`src/rtl/udp_cmd_frame_packer.sv`:
```
// udp_cmd_frame_packer
// Queues 40-bit {addr, data} commands and packs up to MAX_CMDS of them into
// one UDP payload of 8-byte frames: HDR0 HDR1 addr d[31:24] .. d[7:0] TAIL.
// It drives the transmitter's tx_en_pulse / data_length / payload_req_i
// handshake.
// Optional build macro CMD_CHECKSUM_EN: byte 7 becomes TAIL XOR all five
// command bytes instead of the constant TAIL.
module udp_cmd_frame_packer #(
    parameter int unsigned DEPTH    = 16,
    parameter int unsigned MAX_CMDS = 4,
    parameter logic [7:0]  HDR0     = 8'h55,
    parameter logic [7:0]  HDR1     = 8'hA5,
    parameter logic [7:0]  TAIL     = 8'hF0
) (
    input  logic                         clk125M,
    input  logic                         reset,
    input  logic                         cmd_wr,
    input  logic [7:0]                   cmd_addr,
    input  logic [31:0]                  cmd_data,
    output logic                         cmd_full,
    output logic [$clog2(DEPTH+1)-1:0]   cmd_count,
    output logic                         overflow,
    input  logic                         start,
    output logic                         tx_en_pulse,
    output logic [15:0]                  data_length,
    input  logic                         payload_req_i,
    output logic [7:0]                   payload_dat_o,
    input  logic                         tx_done,
    output logic                         busy
);

    localparam int unsigned AW = $clog2(DEPTH);
    localparam int unsigned CW = $clog2(DEPTH + 1);
    localparam int unsigned NW = $clog2(MAX_CMDS + 1);
    localparam logic [CW-1:0] DEPTH_C = CW'(DEPTH);
    localparam logic [CW-1:0] MAX_C   = CW'(MAX_CMDS);

    typedef enum logic [2:0] {
        S_IDLE,
        S_LAUNCH,
        S_WAIT_REQ,
        S_SEND,
        S_WAIT_DONE
    } state_t;

    state_t state, state_next;

    logic [39:0]   mem [DEPTH];
    logic [AW-1:0] wr_ptr, rd_ptr;
    logic [CW-1:0] count;
    logic          ovf;
    logic          push, pop, launch, consume;
    logic [39:0]   head;
    logic [7:0]    tail_byte;
    logic [2:0]    byte_idx;
    logic [NW-1:0] frame_cnt, n_frames, n_launch;

    assign head      = mem[rd_ptr];
    assign cmd_count = count;
    assign cmd_full  = (count == DEPTH_C);
    assign overflow  = ovf;
    assign push      = cmd_wr && !cmd_full;
    assign n_launch  = (count >= MAX_C) ? NW'(MAX_CMDS) : NW'(count);

`ifdef CMD_CHECKSUM_EN
    assign tail_byte = TAIL ^ head[39:32] ^ head[31:24] ^ head[23:16]
                     ^ head[15:8] ^ head[7:0];
`else
    assign tail_byte = TAIL;
`endif

    // Command storage write port.
    always_ff @(posedge clk125M) begin
        if (push) begin
            mem[wr_ptr] <= {cmd_addr, cmd_data};
        end
    end

    // FIFO pointers, occupancy and sticky overflow flag.
    always_ff @(posedge clk125M) begin
        if (reset) begin
            wr_ptr <= '0;
            rd_ptr <= '0;
            count  <= '0;
            ovf    <= 1'b0;
        end else begin
            if (push) begin
                wr_ptr <= wr_ptr + 1'b1;
            end
            if (pop) begin
                rd_ptr <= rd_ptr + 1'b1;
            end
            count <= count + CW'(push) - CW'(pop);
            if (cmd_wr && cmd_full) begin
                ovf <= 1'b1;
            end
        end
    end

    // Packet FSM state register.
    always_ff @(posedge clk125M) begin
        if (reset) begin
            state <= S_IDLE;
        end else begin
            state <= state_next;
        end
    end

    // Next-state, handshake outputs and byte-consume/pop strobes.
    // The first request cycle arrives in WAIT_REQ and already consumes byte 0,
    // so HDR0 is presented combinationally without a bubble.
    always_comb begin
        state_next  = state;
        launch      = 1'b0;
        consume     = 1'b0;
        pop         = 1'b0;
        tx_en_pulse = 1'b0;
        busy        = (state != S_IDLE);
        case (state)
            S_IDLE: begin
                if ((start && count != '0) || count >= MAX_C) begin
                    launch     = 1'b1;
                    state_next = S_LAUNCH;
                end
            end
            S_LAUNCH: begin
                tx_en_pulse = 1'b1;
                state_next  = S_WAIT_REQ;
            end
            S_WAIT_REQ: begin
                if (payload_req_i) begin
                    consume    = 1'b1;
                    state_next = S_SEND;
                end
            end
            S_SEND: begin
                if (!payload_req_i) begin
                    state_next = S_WAIT_DONE;
                end else begin
                    consume = 1'b1;
                    if (byte_idx == 3'd7 && count != '0) begin
                        pop = 1'b1;
                        if (frame_cnt + 1'b1 == n_frames) begin
                            state_next = S_WAIT_DONE;
                        end
                    end
                end
            end
            S_WAIT_DONE: begin
                if (tx_done) begin
                    state_next = S_IDLE;
                end
            end
            default: state_next = S_IDLE;
        endcase
    end

    // Byte index, frame counter and latched packet length.
    always_ff @(posedge clk125M) begin
        if (reset) begin
            byte_idx    <= '0;
            frame_cnt   <= '0;
            n_frames    <= '0;
            data_length <= '0;
        end else if (launch) begin
            byte_idx    <= '0;
            frame_cnt   <= '0;
            n_frames    <= n_launch;
            data_length <= 16'({n_launch, 3'b000});
        end else if (consume) begin
            byte_idx <= byte_idx + 1'b1;
            if (pop) begin
                frame_cnt <= frame_cnt + 1'b1;
            end
        end
    end

    // Payload byte mux from byte index and FIFO head; zero outside the stream.
    always_comb begin
        payload_dat_o = '0;
        if (state == S_WAIT_REQ || state == S_SEND) begin
            case (byte_idx)
                3'd0:    payload_dat_o = HDR0;
                3'd1:    payload_dat_o = HDR1;
                3'd2:    payload_dat_o = head[39:32];
                3'd3:    payload_dat_o = head[31:24];
                3'd4:    payload_dat_o = head[23:16];
                3'd5:    payload_dat_o = head[15:8];
                3'd6:    payload_dat_o = head[7:0];
                default: payload_dat_o = tail_byte;
            endcase
        end
    end

endmodule
```
`config.mk`:
```
export PLATFORM = sky130hd
export DESIGN_NAME = udp_cmd_frame_packer
export DESIGN_NICKNAME = d
export VERILOG_FILES = /design/src/rtl/udp_cmd_frame_packer.sv
export SDC_FILE = /design/constraint.sdc
export NUM_CORES = 1
export LEC_CHECK = 0
export CORE_UTILIZATION = 26
export DETAILED_ROUTE_END_ITERATION = 8
export DONT_BUFFER_PORTS = 1
export PLACE_DENSITY_LB_ADDON = 0.1
export REMOVE_ABC_BUFFERS = 1
export SLEW_MARGIN = 20
export SYNTH_ARGS = -nofsm -noshare
export SYNTH_HDL_FRONTEND = slang
export SYNTH_SLANG_ARGS = --single-unit
```
`constraint.sdc`:
```
create_clock -name clk125M -period 6 [get_ports clk125M]
set_input_delay 0.9 -clock clk125M [delete_from_list [all_inputs] [get_ports clk125M]]
set_output_delay 0.9 -clock clk125M [all_outputs]
set_load 0.01 [all_outputs]
```
== Word-level counts from Yosys, hierarchy flattened ==
Memory sizes are Yosys's and may differ from the RTL's. A register that Yosys moved wholly into a read port is not among the register bits.
Cells that the tools add are included.

* Bits in registers: 26
* Memory bits (writable): 640
* Output and inout port bits: 33
* Memories: 1

{| class="wikitable"
|+ Memories
! name !! depth !! bits a word !! read ports !! clocked after Yosys merged registers in !! write ports !! RTL line !! text
|-
| mem || 16 || 40 || 1 || 1 || 1 || 48 || <nowiki>logic [39:0] mem [DEPTH];</nowiki>
|}

* Add/sub/neg operators: 6
* Multiplexer cells: 22
* Reduce and logical (&&, ||, !) cells: 15
* Order comparisons: 1
* Equality and inequality tests: 18

{| class="wikitable"
|+ Operators by type and width
! operator !! number
|-
| case mux 8 bit (7 select lines) || 1
|-
| two-way mux 3 bit || 7
|-
| == test 3 bit, second input constant || 5
|-
| case mux 3 bit (5 select lines) || 1
|-
| == test 3 x 2 -> 1 bit, second input constant || 4
|-
| two-way mux 1 bit || 10
|-
| adder 4 x 1 -> 4 bit, second input constant || 2
|-
| two-way mux 4 bit || 2
|-
| two-way mux 8 bit || 1
|-
| adder 3 x 1 -> 3 bit, second input constant || 2
|-
| == test 3 x 1 -> 1 bit, second input constant || 2
|-
| zero test 3 bit || 2
|-
| inequality test 2 bit, second input constant || 3
|-
| inequality test 3 bit, second input constant || 2
|-
| adder 5 x 1 -> 5 bit || 1
|-
| == test 5 bit, second input constant || 1
|-
| >= comparator 5 x 3 -> 1 bit, second input constant || 1
|-
| AND reduction 5 bit || 1
|-
| nonzero test 5 bit || 1
|-
| subtractor 5 x 1 -> 5 bit || 1
|-
| logical AND 1 bit || 4
|-
| OR reduction 2 bit || 2
|-
| == test 3 bit || 1
|-
| nonzero test 3 bit || 1
|-
| other kinds (3) || 4
|}

== Depth between registers and ports, before layout ==
Gate-level depths: netlist of run 1.

* Depth after elaboration: 7
* Gate-level depth with buffers: 14
* Mapped depth without buffers: 13

== Worst setup path before layout of run 1 ==
No wires, ideal clock.

* Path type: input to register
* From: input port cmd_wr
* To: memory mem[3][0] (enable)
* Stages on the path: 4
* Buffers on the path: 1
* Library setup time: 487 ps
* Arrival time: 4217 ps
* Setup slack: 1296 ps
* Path through: nor2b_1 > clkbuf_1 > nand2_1 > nor3_1

* Word-level cells in the longest chain between the ends: 3

{| class="wikitable"
|+ Ends and longest elaborated chain
! item !! RTL line !! text
|-
| start, declared || 17 || <nowiki>input logic cmd_wr,</nowiki>
|-
| logical AND 1 bit || 62 || <nowiki>assign push = cmd_wr && !cmd_full;</nowiki>
|-
| two-way mux 1 bit || 74 || <nowiki>if (push) begin</nowiki>
|-
| two-way mux 1 bit (not written as such) || 75 || <nowiki>mem[wr_ptr] <= {cmd_addr, cmd_data};</nowiki>
|-
| end, declared || 48 ||
|}

No other way between the ends.

==> results.cfg, run 1 <==
[clock_tree]
cts_tree = built
cts_setup_buffers = 0
clkSinkCount = 670
clk_path_buf_depth = 3
holdBufCountCts = 0
cts_resized = 0
clk_latency_ps = 650
h-tree-depth = 3
clkTransAtPathRegs_ps = 60
numCtsBuffers = 79
root_buffer = clkbuf_16

[grt]
grt-ovfl-total = 0
grt_max_degree = 48
antenna_found_initial = 2
grtUsageTotal = 0.152
grt_pass1_vias = 13800
grt_first_pass_wirelength_um = 110000

[die]
start_util = 0.264
top_level_ports = 79
dieArea_mm2 = 0.104
die_w_um = 322
core_area_mm2 = 0.101
die_h_um = 322
rows = 116

[place]
dp_hpwl_um = 45300
place_area_mm2 = 0.0283
dpl.cell_count = 2745
gp_congestion = 0.730
dp_slack_ps = 1810
portBuffers = 0

[finish]
antenna_cells = 0
fin_area_mm2 = 0.0307
area_growth_pct = 15.6
drive_gt1_frac = 0.179
layout.cells.non_filler = 2886
nets = 1534

[timing]
finalCritPeriodShare = 0.790
tightestPinTransition_ps = 1060
setup-violations-final = 0
fin_ws_ps = 1260
max_freq_ghz = 0.211
hold_viol = 0
setup-tns-final_ps = 0
rsz0062_at_grt = no
slew-limit-headroom = 0.283
period_needed_ps = 4740
finClkSkew_ps = 34.7
maxSlewViolCount = 0

[synth]
yosysMostFrequentCell = edfxtp_1
ys_top_cells_by_area = edfxtp_1 72%, mux4_2 7.6%, mux2i_1 5.3%
ys_seq_area_frac = 0.746
yosys_most_used_dff = edfxtp_1
synth.cell_area_mm2 = 0.0266
synth_top_area_frac = 0.723
synth_common_cells = 640 x edfxtp_1, 140 x mux2i_1, 90 x mux4_2
ys_types = 65
synth_seq_cells = 670
avgSynthCellArea_um2 = 18.8
synth-edff-count = 640
syn_inst = 1416
yosys_warnings = 0
async_flop_share = 0
yosysTopAreaCell = edfxtp_1

[setup_path]
critPathKind = flop to output pin
critical_path_required_ps = 5100
crit_fanout = 39
rrSetupSlack_ps = 2190
critical_path_arrival_ps = 3840
r2r_cells = 8
reg2reg_to = mem[10][29]
end_kind = output pin
reg2reg_from = cmd_count[2]
start_kind = flop

[drt]
wl_um = 78100
viasPerCell = 4.60
first_pass_iters = 5
drc = 0
wl_per_cell_um = 27.1
vias = 13300
drt-initial-drc-count = 918
ant_nets = 0

[flow_run]
max_cap_violations = 0

[power]
peakVddDrop_mv = 0.195
leakage_nw = 9.20
cellPowerDensity_mw_per_mm2 = 343

[worst_hold_path]
hold_depth = 1
hp-start = reset
hold_path_class = primary input to flop

[outcome]
outcome = finished clean
==> logic make-up after synthesis <==
kind of cell    after synthesis  synth area share
compound gates              152            0.0401
xor+xnor                     16           0.00527
fa+ha+maj                    19           0.00923
buf+inv                     104            0.0264
flops                       670             0.746
mux                         236             0.134
other cells                   1          0.000141
simple gates                218            0.0394
==> worst max-delay path by stage <==
stage | from | end | slack, ps | cells past startpoint
5_1_grt | flop | payload_dat_o[4] | 1020 | 4
3_3_place_gp | flop | payload_dat_o[4] | 1900 | 4
6_report | flop | payload_dat_o[4] | 1260 | 4
2_1_floorplan | flop | payload_dat_o[7] | -4820 | 5
3_5_place_dp | flop | payload_dat_o[4] | 1810 | 4
4_1_cts | flop | payload_dat_o[4] | 1110 | 4
==> critical path: stages (launching register included) <==
cell      delay, ps
dfxtp_4         820
buf_4           570
mux4_2          380
o311ai_0        880
a31oi_1         450
==> power by group <==
group	switching, W	internal, W	total (W)
Sequential	0.0000714	0.00528	0.00535
Combinational	0.000386	0.000181	0.000568
Clock	0.00192	0.00270	0.00462
Total	0.00238	0.00816	0.0105
==> sequential cells by signal, summed over array words and instances, names as in the netlist, named ones only <==
signal / flops
cmd_count: 5
wr_ptr: 4
byte_idx: 3
frame_cnt: 3
rd_ptr: 4
data_length: 3
mem: 640
state: 3
overflow: 1
==> final cells by class <==
| cell class | count | area [um2] |
|---|---|---|
| clock buffers | 106 | 2120 |
| clock inverters | 35 | 348 |
| fillers | 9909 | 70000 |
| inverters | 15 | 56.3 |
| multi-input cells | 654 | 6240 |
| flip-flops and latches | 670 | 19800 |
| well taps | 1357 | 1700 |
| repair buffers | 49 | 433 |
==> routing by layer <==
layer  GRT usage  up-vias  routed length [um]
li1            -     5818                   -
met1       0.201     7090               35100
met2       0.254      254               38100
met3      0.0298      108                3360
met4      0.0392        0                1570
met5           0        -                   0
==> cells in the final DEF, fill, tap and decap left out, drive strengths merged, types with 4 or more instances in the layout <==
cell | synthesis | layout
mux4 | 94 | 94
o21ai | 17 | 17
and3 | 5 | 5
buf | 65 | 49
nand3 | 40 | 40
a22oi | 45 | 45
conb | 1 | 13
nand2 | 50 | 50
a31oi | 11 | 11
xnor2 | 8 | 8
nor2b | 11 | 11
mux2i | 140 | 140
nor2 | 59 | 59
bufinv | 0 | 5
a2111oi | 4 | 4
xor2 | 8 | 8
nand2b | 9 | 9
o22ai | 5 | 5
edfxtp | 640 | 640
nand4 | 9 | 9
ha | 18 | 18
clkinv | 0 | 29
a221oi | 14 | 14
a21oi | 32 | 32
dfxtp | 30 | 30
nor3 | 15 | 15
or3 | 4 | 4
inv | 15 | 16
clkbuf | 24 | 106
==> through the flow <==
stage | utilization | hold WS (ps) | total power (W)
after detailed placement | 0.281 | 458 | 0.00604
after floorplan | - | 440 | 0.00579
final | 0.305 | 313 | 0.0105
after CTS | 0.305 | 269 | 0.0107
after global routing | 0.305 | 285 | 0.0109
after global placement | 0.280 | 448 | 0.00603
Power figures use the tool's default switching activity.
==> inputs of run 2 (changes only) <==
==> constraint.sdc (replaced) <==
create_clock -name clk125M -period 4.7 [get_ports clk125M]
set_input_delay 0.705 -clock clk125M [delete_from_list [all_inputs] [get_ports clk125M]]
set_output_delay 0.705 -clock clk125M [all_outputs]
set_load 0.01 [all_outputs]
==> run 2 against run 1 <==
Routed wire length increased by 1.1%. Global-route usage increased by 0.22 points. Via count grew 1.0%. Cell count rose by 0.52%. Core utilization is 0.19 points higher. Largest cell class unchanged.
==> results.cfg, run 2 (synthesis results as in run 1) <==
[die]
start_util = 0.264
die_w_um = 322
dieArea_mm2 = 0.104
rows = 116
core_area_mm2 = 0.101
top_level_ports = 79
die_h_um = 322

[clock_tree]
root_buffer = clkbuf_16
cts_tree = built
numCtsBuffers = 82
h-tree-depth = 3
clk_latency_ps = 640
cts_resized = 0
clk_path_buf_depth = 3
clkTransAtPathRegs_ps = 60
clkSinkCount = 670
holdBufCountCts = 0
cts_setup_buffers = 0

[finish]
nets = 1544
antenna_cells = 0
largest_reg_flops = 640
regMostFlops = mem
layout_commonest_cell = edfxtp_1
layout_common_cells = 640 x edfxtp_1, 140 x mux2i_1, 90 x mux4_2
drive_gt1_frac = 0.185
area_growth_pct = 16.3

[grt]
grt_pass1_vias = 14000
grtUsageTotal = 0.154
antenna_found_initial = 2
grt_max_degree = 49
grt_first_pass_wirelength_um = 111000
grt-ovfl-total = 0

[setup_path]
reg2reg_to = mem[14][28]
critical_path_arrival_ps = 3620
crit_fanout = 31
end_kind = output pin
critPathKind = flop to output pin
reg2reg_from = cmd_count[2]
critical_path_required_ps = 3990
rrSetupSlack_ps = 1160
r2r_cells = 8
start_kind = flop

[timing]
tightestPinTransition_ps = 983
setup-violations-final = 0
fin_ws_ps = 380
hold_ws_ps = 128
finClkSkew_ps = 26.0
period_needed_ps = 4320
rsz0062_at_grt = no
maxSlewViolCount = 0
finalCritPeriodShare = 0.919
slew-limit-headroom = 0.344
max_freq_ghz = 0.231
hold_viol = 0

[worst_hold_path]
hold_depth = 1
hold_path_class = primary input to flop
hp-start = reset
min_to = cmd_count[4]

[drt]
viasPerCell = 4.62
vias = 13400
first_pass_iters = 4
drc = 0
drt-initial-drc-count = 800
wl_per_cell_um = 27.2
wl_um = 79000
ant_nets = 0

[power]
p_total_w = 0.0134
cellPowerDensity_mw_per_mm2 = 432
leakage_nw = 9.27
peakVddDrop_mv = 0.267

[outcome]
outcome = finished clean

[place]
dp_slack_ps = 900
gp_congestion = 0.718
portBuffers = 0
dp_hpwl_um = 43900

[flow_run]
max_cap_violations = 0
## run 2: layer usage
| metal | vias up | global-route usage | part of all wire |
|---|---|---|---|
| met5 | - | 0 | 0 |
| met4 | 0 | 0.0354 | 0.018 |
| met3 | 85 | 0.0359 | 0.048 |
| met2 | 260 | 0.253 | 0.48 |
| met1 | 7210 | 0.206 | 0.45 |
| li1 | 5850 | - | - |
## run 2: worst max path at each step
| stage | startpoint | to | slack [ps] | depth (start not counted) |
|---|---|---|---|---|
| 2_1_floorplan | flop | payload_dat_o[7] | -5930 | 5 |
| 3_5_place_dp | flop | payload_dat_o[4] | 900 | 4 |
| 4_1_cts | flop | payload_dat_o[4] | 200 | 4 |
| 5_1_grt | flop | payload_dat_o[4] | 170 | 4 |
| 6_report | flop | payload_dat_o[4] | 380 | 4 |
| 3_3_place_gp | flop | payload_dat_o[4] | 1010 | 4 |
## run 2: metrics by stage
step | cells | utilization | TNS, ps | instance area, um2
6_report | 2901 | 0.307 | 0 | 30900
3_5_place_dp | 2752 | 0.283 | 0 | 28500
5_1_grt | 2901 | 0.307 | 0 | 30900
2_1_floorplan | 1339 | - | -46000 | 26000
3_3_place_gp | 2752 | 0.283 | 0 | 28500
4_1_cts | 2901 | 0.307 | 0 | 30900
## run 2: area by class of cell
class                      instances  area [um2]
clock buffer                     108        2170
clock inverter                    41         260
fill                            9852       69800
inverter                          15        56.3
multi-input combinational        654        6240
sequential                       670       19800
tap                             1357        1700
timing repair buffer              56         658
## run 2: worst max-delay path, stage by stage (launching register included)
cell and delay [ps]:
dfxtp_4 840, buf_4 450, mux4_2 540, o311ai_0 690, a31oi_1 410
## run 2: power by group
group	internal, W	switching, W	leakage [nW]
Sequential	0.00674	0.0000901	6.03
Clock	0.00330	0.00247	1.19
Combinational	0.000245	0.000512	2.05
Total	0.0103	0.00307	9.27
==> inputs of run 3 (changes only) <==
--- a/config.mk
+++ b/config.mk
@@ -8,7 +8,6 @@
 export CORE_UTILIZATION = 26
 export DETAILED_ROUTE_END_ITERATION = 8
 export DONT_BUFFER_PORTS = 1
-export PLACE_DENSITY_LB_ADDON = 0.1
 export REMOVE_ABC_BUFFERS = 1
 export SLEW_MARGIN = 20
 export SYNTH_ARGS = -nofsm -noshare
==> constraint.sdc (replaced) <==
create_clock -name clk125M -period 4.9 [get_ports clk125M]
set_input_delay 0.735 -clock clk125M [delete_from_list [all_inputs] [get_ports clk125M]]
set_output_delay 0.735 -clock clk125M [all_outputs]
set_load 0.01 [all_outputs]
==> run 3 against run 2 <==
Combinational power down 8.6%. Design area down 1.0%. Worst setup slack better by 42 ps. Via count up 1.5%. Clock skew up 23 ps. Register-to-register slack better by 150 ps. Sequential cell count unchanged. Core utilization down 0.31 points. Largest power group unchanged.
==> results.cfg, run 3 (synthesis results as in run 1) <==
[setup_path]
r2r_cells = 8
max_stage_delay_ps = 600
worstPathCellList = inv_1 > ha_1 > nor2b_1 > and2_1 > buf_4 > nand3_1 > nand4_1 > nor2_1 > a31oi_1 > buf_4 > buf_4
rrSetupSlack_ps = 1310
critical_path_arrival_ps = 3740
critical_path.top_delay_family = simple AND/OR/NAND/NOR gates
path_common_cell = buf_4
start_kind = flop
crit_fanout = 6
critPathKind = flop to output pin
end_kind = output pin
crit_slowest_cell = and2_1
reg2reg_to = mem[15][37]
path_buf_inv = 4
critical_path_required_ps = 4160
reg2reg_from = cmd_count[2]

[timing]
setup-violations-final = 0
finClkSkew_ps = 48.8
maxSlewViolCount = 0
slew-limit-headroom = 0.246
rsz0062_at_grt = no
hold_viol = 0
finalCritPeriodShare = 0.914
period_needed_ps = 4480
setup-tns-final_ps = 0
max_freq_ghz = 0.223
tightestPinTransition_ps = 1130

[grt]
grt_first_pass_wirelength_um = 96200
grt_max_degree = 57
grtUsageTotal = 0.128
antenna_found_initial = 0
grt-ovfl-total = 0
grt_pass1_vias = 13700

[clock_tree]
holdBufCountCts = 0
clk_latency_ps = 630
h-tree-depth = 3
clkTransAtPathRegs_ps = 60
clk_path_buf_depth = 3
cts_setup_buffers = 0
clkSinkCount = 670
root_buffer = clkbuf_16
cts_tree = built
numCtsBuffers = 69

[place]
gp_congestion = 0.770
portBuffers = 0
dp_hpwl_um = 37500

[drt]
wl_um = 66700
vias = 13600
drt-initial-drc-count = 1331
drc = 0
viasPerCell = 4.73
first_pass_iters = 5
wl_per_cell_um = 23.2
ant_nets = 0

[power]
p_total_w = 0.0124
clkPwrFrac = 0.417
p_sw_frac = 0.224
p_int_w = 0.00964
peakVddDrop_mv = 0.239
cellPowerDensity_mw_per_mm2 = 406
power.switching_w = 0.00279
power_frac_seq = 0.527
p_comb_frac = 0.056
leakage_nw = 9.12

[finish]
nets = 1530
multiInputGateArea_mm2 = 0.00622
regMostFlops = mem
largest_reg_flops = 640
regArea_mm2 = 0.0198
area_growth_pct = 15.1
fillers = 9761
antenna_cells = 0
layout_commonest_cell = edfxtp_1
layout_common_cells = 640 x edfxtp_1, 140 x mux2i_1, 90 x mux4_2
drive_gt1_frac = 0.179
utilization = 0.304

[worst_hold_path]
hold_depth = 1
min_to = state[1]
hp-start = reset
hold_path_class = primary input to flop

[outcome]
outcome = finished clean

[die]
rows = 116
top_level_ports = 79
dieArea_mm2 = 0.104
core_area_mm2 = 0.101
die_w_um = 322
die_h_um = 322
start_util = 0.264

[flow_run]
max_cap_violations = 0
-- run 3: area by class of cell --
cell class,count,share of cell area
well taps,1357,0.0555
clock inverters,42,0.0154
inverters,15,0.00184
multi-input cells,654,0.203
clock buffers,81,0.0579
repair buffers,55,0.0178
flip-flops and latches,670,0.648
-- run 3: repair_timing --
item	4_1_cts	5_1_grt
resized for setup	0	1
endpoints found under the hold margin	0	0
setup endpoints to repair	0	1
-- run 3: worst reg2reg max path, delay by kind of cell, from the launching register on --
family                     cells  cell delay, ps
and+or+nand+nor                5            2080
buffers and inverters          2             510
DFF                            1             470
adders and majority gates      1             230
-- run 3: power by group through the flow --
stage	combinational (W)	sequential (W)	clock [W]
global placement	0.000684	0.00667	0
CTS	0.000698	0.00655	0.00530
floorplan	0.000432	0.00666	0
finish	0.000692	0.00655	0.00519
global route	0.000751	0.00657	0.00551
detailed placement	0.000696	0.00668	0
-- run 3: layer usage --
layer  vias up  routed length (um)  GRT usage
li1       5791                   -          -
met1      7231               26800      0.161
met2       491               33000      0.216
met3        93                5230     0.0313
met4         0                1610     0.0405
met5         -                   0          0
-- run 3: worst max path at each step --
stage | startpoint | to | slack (ps) | cells past startpoint
floorplan | flop | payload_dat_o[7] | -5760 | 5
global placement | flop | payload_dat_o[4] | 830 | 7
detailed placement | flop | payload_dat_o[4] | 810 | 7
CTS | flop | payload_dat_o[4] | 180 | 7
global route | byte_idx[2] | payload_dat_o[4] | 240 | 10
finish | byte_idx[0] | payload_dat_o[4] | 420 | 11
-- run 3: stage by stage --
stage / instances / instance area, um2 / setup WS [ps] / hold WS (ps)
floorplan: 1339 / 26000 / -5760 / 440
global placement: 2750 / 28300 / 833 / 447
detailed placement: 2750 / 28300 / 814 / 472
CTS: 2873 / 30600 / 176 / 140
global route: 2874 / 30600 / 243 / 157
finish: 2874 / 30600 / 422 / 182
